$ cat config.mk
export PLATFORM = sky130hd
export DESIGN_NAME = uart_tx_fifo
export DESIGN_NICKNAME = d
export VERILOG_FILES = /design/src/rtl/uart_tx_fifo.sv
export SDC_FILE = /design/constraint.sdc
export NUM_CORES = 1
export LEC_CHECK = 0
export CAP_MARGIN = 0
export CELL_PAD_IN_SITES_DETAIL_PLACEMENT = 1
export CELL_PAD_IN_SITES_GLOBAL_PLACEMENT = 1
export CORE_MARGIN = 3
export CORE_UTILIZATION = 25
export CTS_BUF_LIST = sky130_fd_sc_hd__clkbuf_16
export CTS_CLUSTER_DIAMETER = 80
export CTS_CLUSTER_SIZE = 16
export DETAILED_ROUTE_END_ITERATION = 12
export PLACE_DENSITY_LB_ADDON = 0.1
export SETUP_SLACK_MARGIN = 0.15
export SYNTH_ARGS = -nofsm -noshare
export SYNTH_HDL_FRONTEND = slang
export SYNTH_SLANG_ARGS = --single-unit
$ cat constraint.sdc
create_clock -name clk -period 5.17 [get_ports clk]
set_input_delay 0.7755 -clock clk [delete_from_list [all_inputs] [get_ports clk]]
set_output_delay 0.7755 -clock clk [all_outputs]
set_load 0.02 [all_outputs]
$ cat src/rtl/uart_tx_fifo.sv
// uart_tx_fifo: byte FIFO that feeds a uart_tx through a tx_start/tx_busy
// handshake. Producers push one byte per cycle with wr_en; the drain FSM pops
// the head entry whenever the transmitter is idle and issues a one-cycle start.
//
// Handshakes:
//   write side: wr_en is a one-cycle valid with no ready. The producer is
//     expected to watch full; a write seen while full (as registered at the
//     start of the cycle) is dropped and latches the sticky overflow flag.
//   transmit side: tx_data is loaded on a pop and tx_start is high for the
//     following single cycle. The transmitter acknowledges by raising tx_busy;
//     the byte is done when tx_busy falls. If tx_busy never rises within
//     ACK_TIMEOUT cycles, the byte is treated as sent so the FSM cannot hang.
module uart_tx_fifo #(
  parameter int DEPTH       = 16,
  parameter int ACK_TIMEOUT = 4
) (
  input  logic                     clk,
  input  logic                     rst,
  input  logic                     wr_en,
  input  logic [7:0]               wr_data,
  output logic                     full,
  output logic                     empty,
  output logic [$clog2(DEPTH):0]   count,
  output logic                     overflow,
  output logic                     tx_start,
  output logic [7:0]               tx_data,
  input  logic                     tx_busy,
  output logic [1:0]               state_o
);

  localparam int AW = $clog2(DEPTH);
  localparam int CW = AW + 1;
  localparam int TW = $clog2(ACK_TIMEOUT + 1);

  typedef enum logic [1:0] {
    IDLE      = 2'd0,
    START     = 2'd1,
    WAIT_ACK  = 2'd2,
    WAIT_DONE = 2'd3
  } state_t;

  state_t          state_q, state_d;
  logic [TW-1:0]   timer_q, timer_d;
  logic [AW-1:0]   wr_ptr_q, wr_ptr_d;
  logic [AW-1:0]   rd_ptr_q, rd_ptr_d;
  logic [CW-1:0]   count_q, count_d;
  logic            full_q, empty_q;
  logic            overflow_q, overflow_d;
  logic            tx_start_q;
  logic [7:0]      tx_data_q, tx_data_d;
  logic [7:0]      mem_q [DEPTH];

  logic            wr_accept;
  logic            pop;

  // Full is taken from the registered flag, so a pop in the same cycle never
  // makes room for a write that arrived while the FIFO was full.
  assign wr_accept = wr_en && !full_q;

  // Storage array; contents are not reset because count/pointers define validity.
  always_ff @(posedge clk) begin
    if (wr_accept) begin
      mem_q[wr_ptr_q] <= wr_data;
    end
  end

  // Pointer, occupancy and overflow next-state.
  always_comb begin
    wr_ptr_d   = wr_ptr_q;
    rd_ptr_d   = rd_ptr_q;
    count_d    = count_q;
    overflow_d = overflow_q;
    if (wr_accept) begin
      wr_ptr_d = wr_ptr_q + AW'(1);
    end
    if (pop) begin
      rd_ptr_d = rd_ptr_q + AW'(1);
    end
    if (wr_accept && !pop) begin
      count_d = count_q + CW'(1);
    end else if (!wr_accept && pop) begin
      count_d = count_q - CW'(1);
    end
    if (wr_en && full_q) begin
      overflow_d = 1'b1;
    end
  end

  // Drain FSM next-state: pop when idle and the transmitter is free.
  always_comb begin
    state_d   = state_q;
    timer_d   = timer_q;
    pop       = 1'b0;
    tx_data_d = tx_data_q;
    case (state_q)
      IDLE: begin
        if (!empty_q && !tx_busy) begin
          pop       = 1'b1;
          tx_data_d = mem_q[rd_ptr_q];
          state_d   = START;
        end
      end
      START: begin
        timer_d = '0;
        state_d = WAIT_ACK;
      end
      WAIT_ACK: begin
        if (tx_busy) begin
          state_d = WAIT_DONE;
        end else begin
          timer_d = timer_q + TW'(1);
          if (timer_d == TW'(ACK_TIMEOUT)) begin
            state_d = IDLE;
          end
        end
      end
      WAIT_DONE: begin
        if (!tx_busy) begin
          state_d = IDLE;
        end
      end
      default: begin
        state_d = IDLE;
      end
    endcase
  end

  // State and datapath registers; reset flushes the FIFO and idles the FSM.
  always_ff @(posedge clk) begin
    if (rst) begin
      state_q    <= IDLE;
      timer_q    <= '0;
      wr_ptr_q   <= '0;
      rd_ptr_q   <= '0;
      count_q    <= '0;
      full_q     <= 1'b0;
      empty_q    <= 1'b1;
      overflow_q <= 1'b0;
      tx_start_q <= 1'b0;
      tx_data_q  <= 8'h00;
    end else begin
      state_q    <= state_d;
      timer_q    <= timer_d;
      wr_ptr_q   <= wr_ptr_d;
      rd_ptr_q   <= rd_ptr_d;
      count_q    <= count_d;
      full_q     <= (count_d == CW'(DEPTH));
      empty_q    <= (count_d == '0);
      overflow_q <= overflow_d;
      tx_start_q <= (state_d == START);
      tx_data_q  <= tx_data_d;
    end
  end

  assign full     = full_q;
  assign empty    = empty_q;
  assign count    = count_q;
  assign overflow = overflow_q;
  assign tx_start = tx_start_q;
  assign tx_data  = tx_data_q;
  assign state_o  = state_q;

endmodule

Word-level counts from Yosys, hierarchy flattened
Memory sizes are Yosys's and may differ from the RTL's. A register that Yosys moved wholly into a read port is not among the register bits.
Cells that the tools add are included.
{"block": "totals", "reg_bits": 22, "input_bits": 12, "output_inout_bits": 19, "latch_bits": 0, "ramBits": 128, "memories": 1, "rom_bits": 0}
{"name": "mem_q", "words": 16, "word_bits": 8, "rd": 1, "rd_ports_with_merged_regs": 1, "wr": 1, "line_no": "51", "text": "logic [7:0] mem_q [DEPTH];"}
{"block": "classes", "n_eq_ne": 7, "mux": 13, "order_cmp": 0, "bitwise": 0, "n_mul": 0, "shifts": 0, "n_reduce_logical": 15, "n_addsub": 5, "div_mod_pow": 0}
{"op": "$mux 5", "count": 2}
{"op": "$add 4x1->4 const B", "count": 2}
{"op": "$mux 2", "count": 4}
{"op": "$pmux 2 s4", "count": 1}
{"op": "$pmux 3 s2", "count": 1}
{"op": "$add 5x1->5 const B", "count": 1}
{"op": "$eq 5x5->1 const B", "count": 1}
{"op": "$logic_and 1x1->1", "count": 5}
{"op": "$logic_not 1->1", "count": 5}
{"op": "$logic_not 5->1", "count": 1}
{"op": "$sub 5x1->5 const B", "count": 1}
{"op": "$eq 2x1->1 const B", "count": 2}
{"op": "$eq 2x2->1 const B", "count": 2}
{"op": "$mux 1", "count": 4}
{"op": "$reduce_and 2->1", "count": 2}
{"op": "$add 3x1->3 const B", "count": 1}
{"op": "$eq 3x3->1 const B", "count": 1}
{"op": "$mux 3", "count": 1}
{"op": "$logic_not 2->1", "count": 1}
{"op": "$ne 2x2->1 const B", "count": 1}
{"op": "$reduce_bool 2->1", "count": 1}

Longest topological paths before layout
{"block": "logic_depth", "ltp_word": 8, "ltp_mapped": 7, "depth_no_buf": 6}

Least setup slack after synthesis
No wires, ideal clock.
{"block": "synth_path", "kind": "in2reg", "startpoint": "in wr_en", "endpoint": "mem mem_q[3][0], enable pin", "t_arrival_ns": 2.004, "stages": 4, "setup_ns": 0.383, "path_slack_ns": 2.783, "path_cell_list": "nor2b_1 > buf_1 > nand2_1 > nor3_1"}
{"block": "synth_via", "elab_chain_cells": 3}
{"item": "start: declaration", "line_no": "19", "text": "input logic wr_en,"}
{"item": "$logic_and 1x1->1", "line_no": "58", "text": "assign wr_accept = wr_en && !full_q;"}
{"item": "$mux 1", "line_no": "62", "text": "if (wr_accept) begin"}
{"item": "$mux 1 (not written as such)", "line_no": "63", "text": "mem_q[wr_ptr_q] <= wr_data;"}
{"item": "end: declaration", "line_no": "51"}
Every way passes these cells.

Worst setup path after layout
{"block": "layout_path", "startpoint": "in wr_en", "endpoint": "mem mem_q[15][0], enable pin"}
The elaborated chain is that of the path after synthesis.

==> metrics.txt <==
# TYPE chip_impl_metric gauge
chip_impl_metric{name="final_cell_area",unit="µm²"} 7540
chip_impl_metric{name="min_delay_path_depth",unit=""} 2
chip_impl_info{name="timing.critical_path.cells",value="clkdlybuf4s50_1 > nor2b_1 > nand2_1 > nor2_1"} 1
chip_impl_metric{name="ys_warn_count",unit=""} 0
chip_impl_metric{name="timing.setup.tns",unit="ns"} 0
chip_impl_info{name="r2r_start",value="rd_ptr_q[0]"} 1
chip_impl_metric{name="synthesis.area",unit="µm²"} 6270
chip_impl_metric{name="drv.max_cap_violation_count",unit=""} 0
chip_impl_metric{name="post-cts-setup-buffers",unit=""} 0
chip_impl_metric{name="design.die.area",unit="µm²"} 27000
chip_impl_metric{name="die_y",unit="µm"} 164
chip_impl_metric{name="ys_seq_elements",unit=""} 158
chip_impl_metric{name="cts_made_buffers",unit=""} 17
chip_impl_metric{name="drt_first_pass_iters",unit=""} 6
chip_impl_metric{name="count_of_hold_fix_buffers_inserted_at_cts",unit=""} 0
chip_impl_info{name="timing.hold.worst.class",value="flop to flop"} 1
chip_impl_metric{name="clockBufferDepth",unit=""} 2
chip_impl_metric{name="worst_setup_hold_path_clk_slew",unit="ns"} 0.07
chip_impl_metric{name="ctsHtreeMaxLevel",unit=""} 4
chip_impl_info{name="startpoint_type",value="primary input"} 1
chip_impl_info{name="cts_tree",value="yes"} 1
chip_impl_info{name="unrepaired_setup_endpoints_after_global_routing",value="no"} 1
chip_impl_metric{name="number_of_antenna_violations_at_the_first_check_in_global_routing",unit=""} 0
chip_impl_metric{name="post_synthesis_sequential_area_ratio",unit="%"} 70.9
chip_impl_metric{name="grt_max_degree",unit=""} 36
chip_impl_info{name="ys.flop_type",value="sky130_fd_sc_hd__edfxtp_1"} 1
chip_impl_metric{name="num_vias",unit=""} 3277
chip_impl_metric{name="drt-total-wl",unit="µm"} 15500
chip_impl_metric{name="dr.first_iter.drc_count",unit=""} 264
chip_impl_metric{name="first_pass_grt_wire_length",unit="µm"} 23200
chip_impl_metric{name="floorplan.rows",unit=""} 57
chip_impl_info{name="r2r_end",value="tx_data[3]"} 1
chip_impl_metric{name="synth_async_sr_flop_share",unit="%"} 0
chip_impl_metric{name="period_share",unit="%"} 57.1
chip_impl_info{name="timing.hold.worst_endpoint",value="overflow"} 1
chip_impl_metric{name="path_max_fanout",unit=""} 11
chip_impl_metric{name="dp_slack",unit="ns"} 1.74
chip_impl_metric{name="clk-insertion-delay-late",unit="ns"} 0.42
chip_impl_metric{name="worst_r2r_path_depth",unit=""} 6
chip_impl_metric{name="dp_cells",unit=""} 717
chip_impl_metric{name="detail_route.drc_violations",unit=""} 0
chip_impl_metric{name="antennaDiodeCount",unit=""} 0
chip_impl_metric{name="number_of_top_level_pins",unit=""} 31
chip_impl_metric{name="setup-violations-final",unit=""} 0
chip_impl_info{name="hp-start",value="overflow"} 1
chip_impl_info{name="clockRootBuffer",value="sky130_fd_sc_hd__clkbuf_16"} 1
chip_impl_metric{name="timing_worst_slew_pin_value",unit="ns"} 0.856
chip_impl_metric{name="die_width",unit="µm"} 164
chip_impl_metric{name="wire_per_inst",unit="µm"} 20.7
chip_impl_metric{name="p_leak",unit="nW"} 2.38
chip_impl_metric{name="utilization",unit="%"} 30.8
chip_impl_metric{name="dpl.hpwl",unit="µm"} 9810
chip_impl_metric{name="critPathArrivalTime",unit="ns"} 3.00
chip_impl_metric{name="gp_congestion",unit=""} 0.718
chip_impl_metric{name="stdcell_count",unit=""} 748
chip_impl_metric{name="power-per-cell-area",unit="nW/µm²"} 424
chip_impl_metric{name="cts_sinks",unit=""} 158
chip_impl_info{name="critical_path.slowest_cell",value="sky130_fd_sc_hd__nor2b_1"} 1
chip_impl_metric{name="cts_resized",unit=""} 0
chip_impl_metric{name="final-max-slew-violation-count",unit=""} 0
chip_impl_metric{name="fin_worst_skew",unit="ns"} 0.00835
chip_impl_metric{name="fmax",unit="MHz"} 339
chip_impl_metric{name="postLayoutSetupSlackWorst",unit="ns"} 2.22
chip_impl_metric{name="worst_path_largest_cell_delay",unit="ns"} 0.69
chip_impl_metric{name="synthCells",unit=""} 378
chip_impl_metric{name="finalWorstPathRequiredPeriod",unit="ns"} 2.95
chip_impl_metric{name="ys_types",unit=""} 39
chip_impl_metric{name="placed_area",unit="µm²"} 6930
chip_impl_metric{name="total_track_usage",unit="%"} 12.1
chip_impl_metric{name="final-hold-violation-count",unit=""} 0
chip_impl_metric{name="grt_pass1_vias",unit=""} 3582
chip_impl_info{name="timing.setup.critical_path_class",value="primary input to flop"} 1
chip_impl_metric{name="postRouteAntennaNets",unit=""} 0
chip_impl_metric{name="regToRegSetupSlack",unit="ns"} 2.46
chip_impl_metric{name="final_layout_size_suffix_gt1_share",unit="%"} 17.9
chip_impl_info{name="critPathCaptureType",value="flop"} 1
chip_impl_metric{name="initial_core_util",unit="%"} 25.6
chip_impl_metric{name="worst_path_required_time",unit="ns"} 5.22
chip_impl_metric{name="post_drt_via_cell_ratio",unit=""} 4.38
chip_impl_metric{name="grt-ovfl-total",unit=""} 0
chip_impl_metric{name="synthesis.area_per_instance",unit="µm²"} 16.6
chip_impl_metric{name="vdd_drop_max",unit="V"} 0.000158
chip_impl_metric{name="max_slew_margin",unit="%"} 42.9
chip_impl_metric{name="area_growth",unit="%"} 20.2
chip_impl_metric{name="synth_fp_nets",unit=""} 399
chip_impl_metric{name="layout.nets",unit=""} 433
chip_impl_metric{name="number_of_flops_mapped_to_enable_cells_by_yosys",unit=""} 128
chip_impl_metric{name="io_buffer_count",unit=""} 30
chip_impl_info{name="status",value="finished clean"} 1
chip_impl_metric{name="core-area",unit="µm²"} 24500
metrics by stage:
stage	hold slack (ns)	power (mW)
after floorplan	0.482	1.78
after global placement	0.470	1.95
after detailed placement	0.482	1.95
after CTS	0.499	3.25
after global routing	0.524	3.34
final	0.485	3.20
worst max path at each step:
stage / slack [ns] / start / cells past startpoint / endpoint
floorplan: 2.78 / wr_en / 4 / mem_q[3][0]
global placement: 1.76 / wr_en / 4 / mem_q[8][7]
detailed placement: 1.74 / wr_en / 4 / mem_q[7][2]
CTS: 2.19 / wr_en / 4 / mem_q[8][5]
global route: 1.97 / wr_en / 4 / mem_q[7][2]
finish: 2.22 / wr_en / 4 / mem_q[15][0]
Yosys cell counts, types with 2 or more instances:
library cell / instances / area share [%]
sky130_fd_sc_hd__clkbuf_1: 11 / 0.66
sky130_fd_sc_hd__buf_2: 4 / 0.32
sky130_fd_sc_hd__a22oi_1: 18 / 2.2
sky130_fd_sc_hd__nor2_1: 40 / 2.4
sky130_fd_sc_hd__a21oi_1: 22 / 1.8
sky130_fd_sc_hd__and2_1: 5 / 0.50
sky130_fd_sc_hd__ha_1: 9 / 1.8
sky130_fd_sc_hd__edfxtp_1: 128 / 61
sky130_fd_sc_hd__a31oi_1: 3 / 0.30
sky130_fd_sc_hd__nand3_1: 3 / 0.24
sky130_fd_sc_hd__nand2_1: 16 / 0.96
sky130_fd_sc_hd__nand2b_1: 3 / 0.30
sky130_fd_sc_hd__nor2b_1: 4 / 0.40
sky130_fd_sc_hd__nor3_1: 7 / 0.56
sky130_fd_sc_hd__o21ai_0: 2 / 0.16
sky130_fd_sc_hd__dfxtp_1: 30 / 9.6
sky130_fd_sc_hd__mux4_2: 32 / 11
sky130_fd_sc_hd__xor2_1: 5 / 0.70
sky130_fd_sc_hd__xnor2_1: 5 / 0.70
sky130_fd_sc_hd__a211oi_1: 2 / 0.24
sky130_fd_sc_hd__buf_1: 5 / 0.30
sky130_fd_sc_hd__inv_1: 6 / 0.36
sky130_fd_sc_hd__nand4_1: 2 / 0.20
flip-flops by register name, summed over array words and instances (netlist names):
signal and cells:
mem_q 128, tx_data 8, count 5, rd_ptr_q 4, wr_ptr_q 4, timer_q 3, state_o 2, empty 1
full 1, overflow 1, tx_start 1
metal layers:
metal	up-vias	track usage, %	share of wire (%)
li1	1532	-	-
met1	1689	16.1	47
met2	47	19.8	49
met3	9	3.01	3.3
met4	0	3.43	0.98
met5	-	0	0
cells in the final DEF, fill, tap and decap left out, drive strengths merged, types with 9 or more instances in the layout:
cell,count
mux4,32
nor2,40
clkdlybuf4s50,30
edfxtp,128
dfxtp,30
clkbuf,17
ha,9
inv,12
a21oi,22
a22oi,18
nand2,16
critical path: cells and delay by family:
| kind | cells | cell delay [ns] |
|---|---|---|
| and+or+nand+nor | 3 | 1.72 |
| buffers and inverters | 1 | 0.50 |
cell type report:
| cell class | instances | area, µm² |
|---|---|---|
| multi-input combinational | 192 | 1710 |
| clock inverter | 14 | 181 |
| clock buffer | 17 | 425 |
| timing repair buffer | 37 | 353 |
| sequential | 158 | 4450 |
| fill | 2510 | 16900 |
| tap | 324 | 405 |
| inverter | 6 | 22.5 |
cells by family (layout without fill, tap and decap cells):
family | after synthesis | after routing | share of synthesized area, %
and+or+nand+nor | 89 | 89 | 6.88
DFF | 158 | 158 | 70.9
AOI/OAI and AO/OA | 51 | 51 | 5.47
adders and majority gates | 9 | 9 | 1.80
buffers and inverters | 28 | 74 | 1.94
xor gates and xnor gates | 10 | 10 | 1.40
muxes | 33 | 33 | 11.7
power by group:
group          leakage (nW)  switching (mW)  internal (mW)
logic                 0.692           0.235          0.199
clock network         0.286           0.551          0.730
registers              1.40          0.0606           1.42
total                  2.38           0.847           2.35
Power figures use the tool's default switching activity.
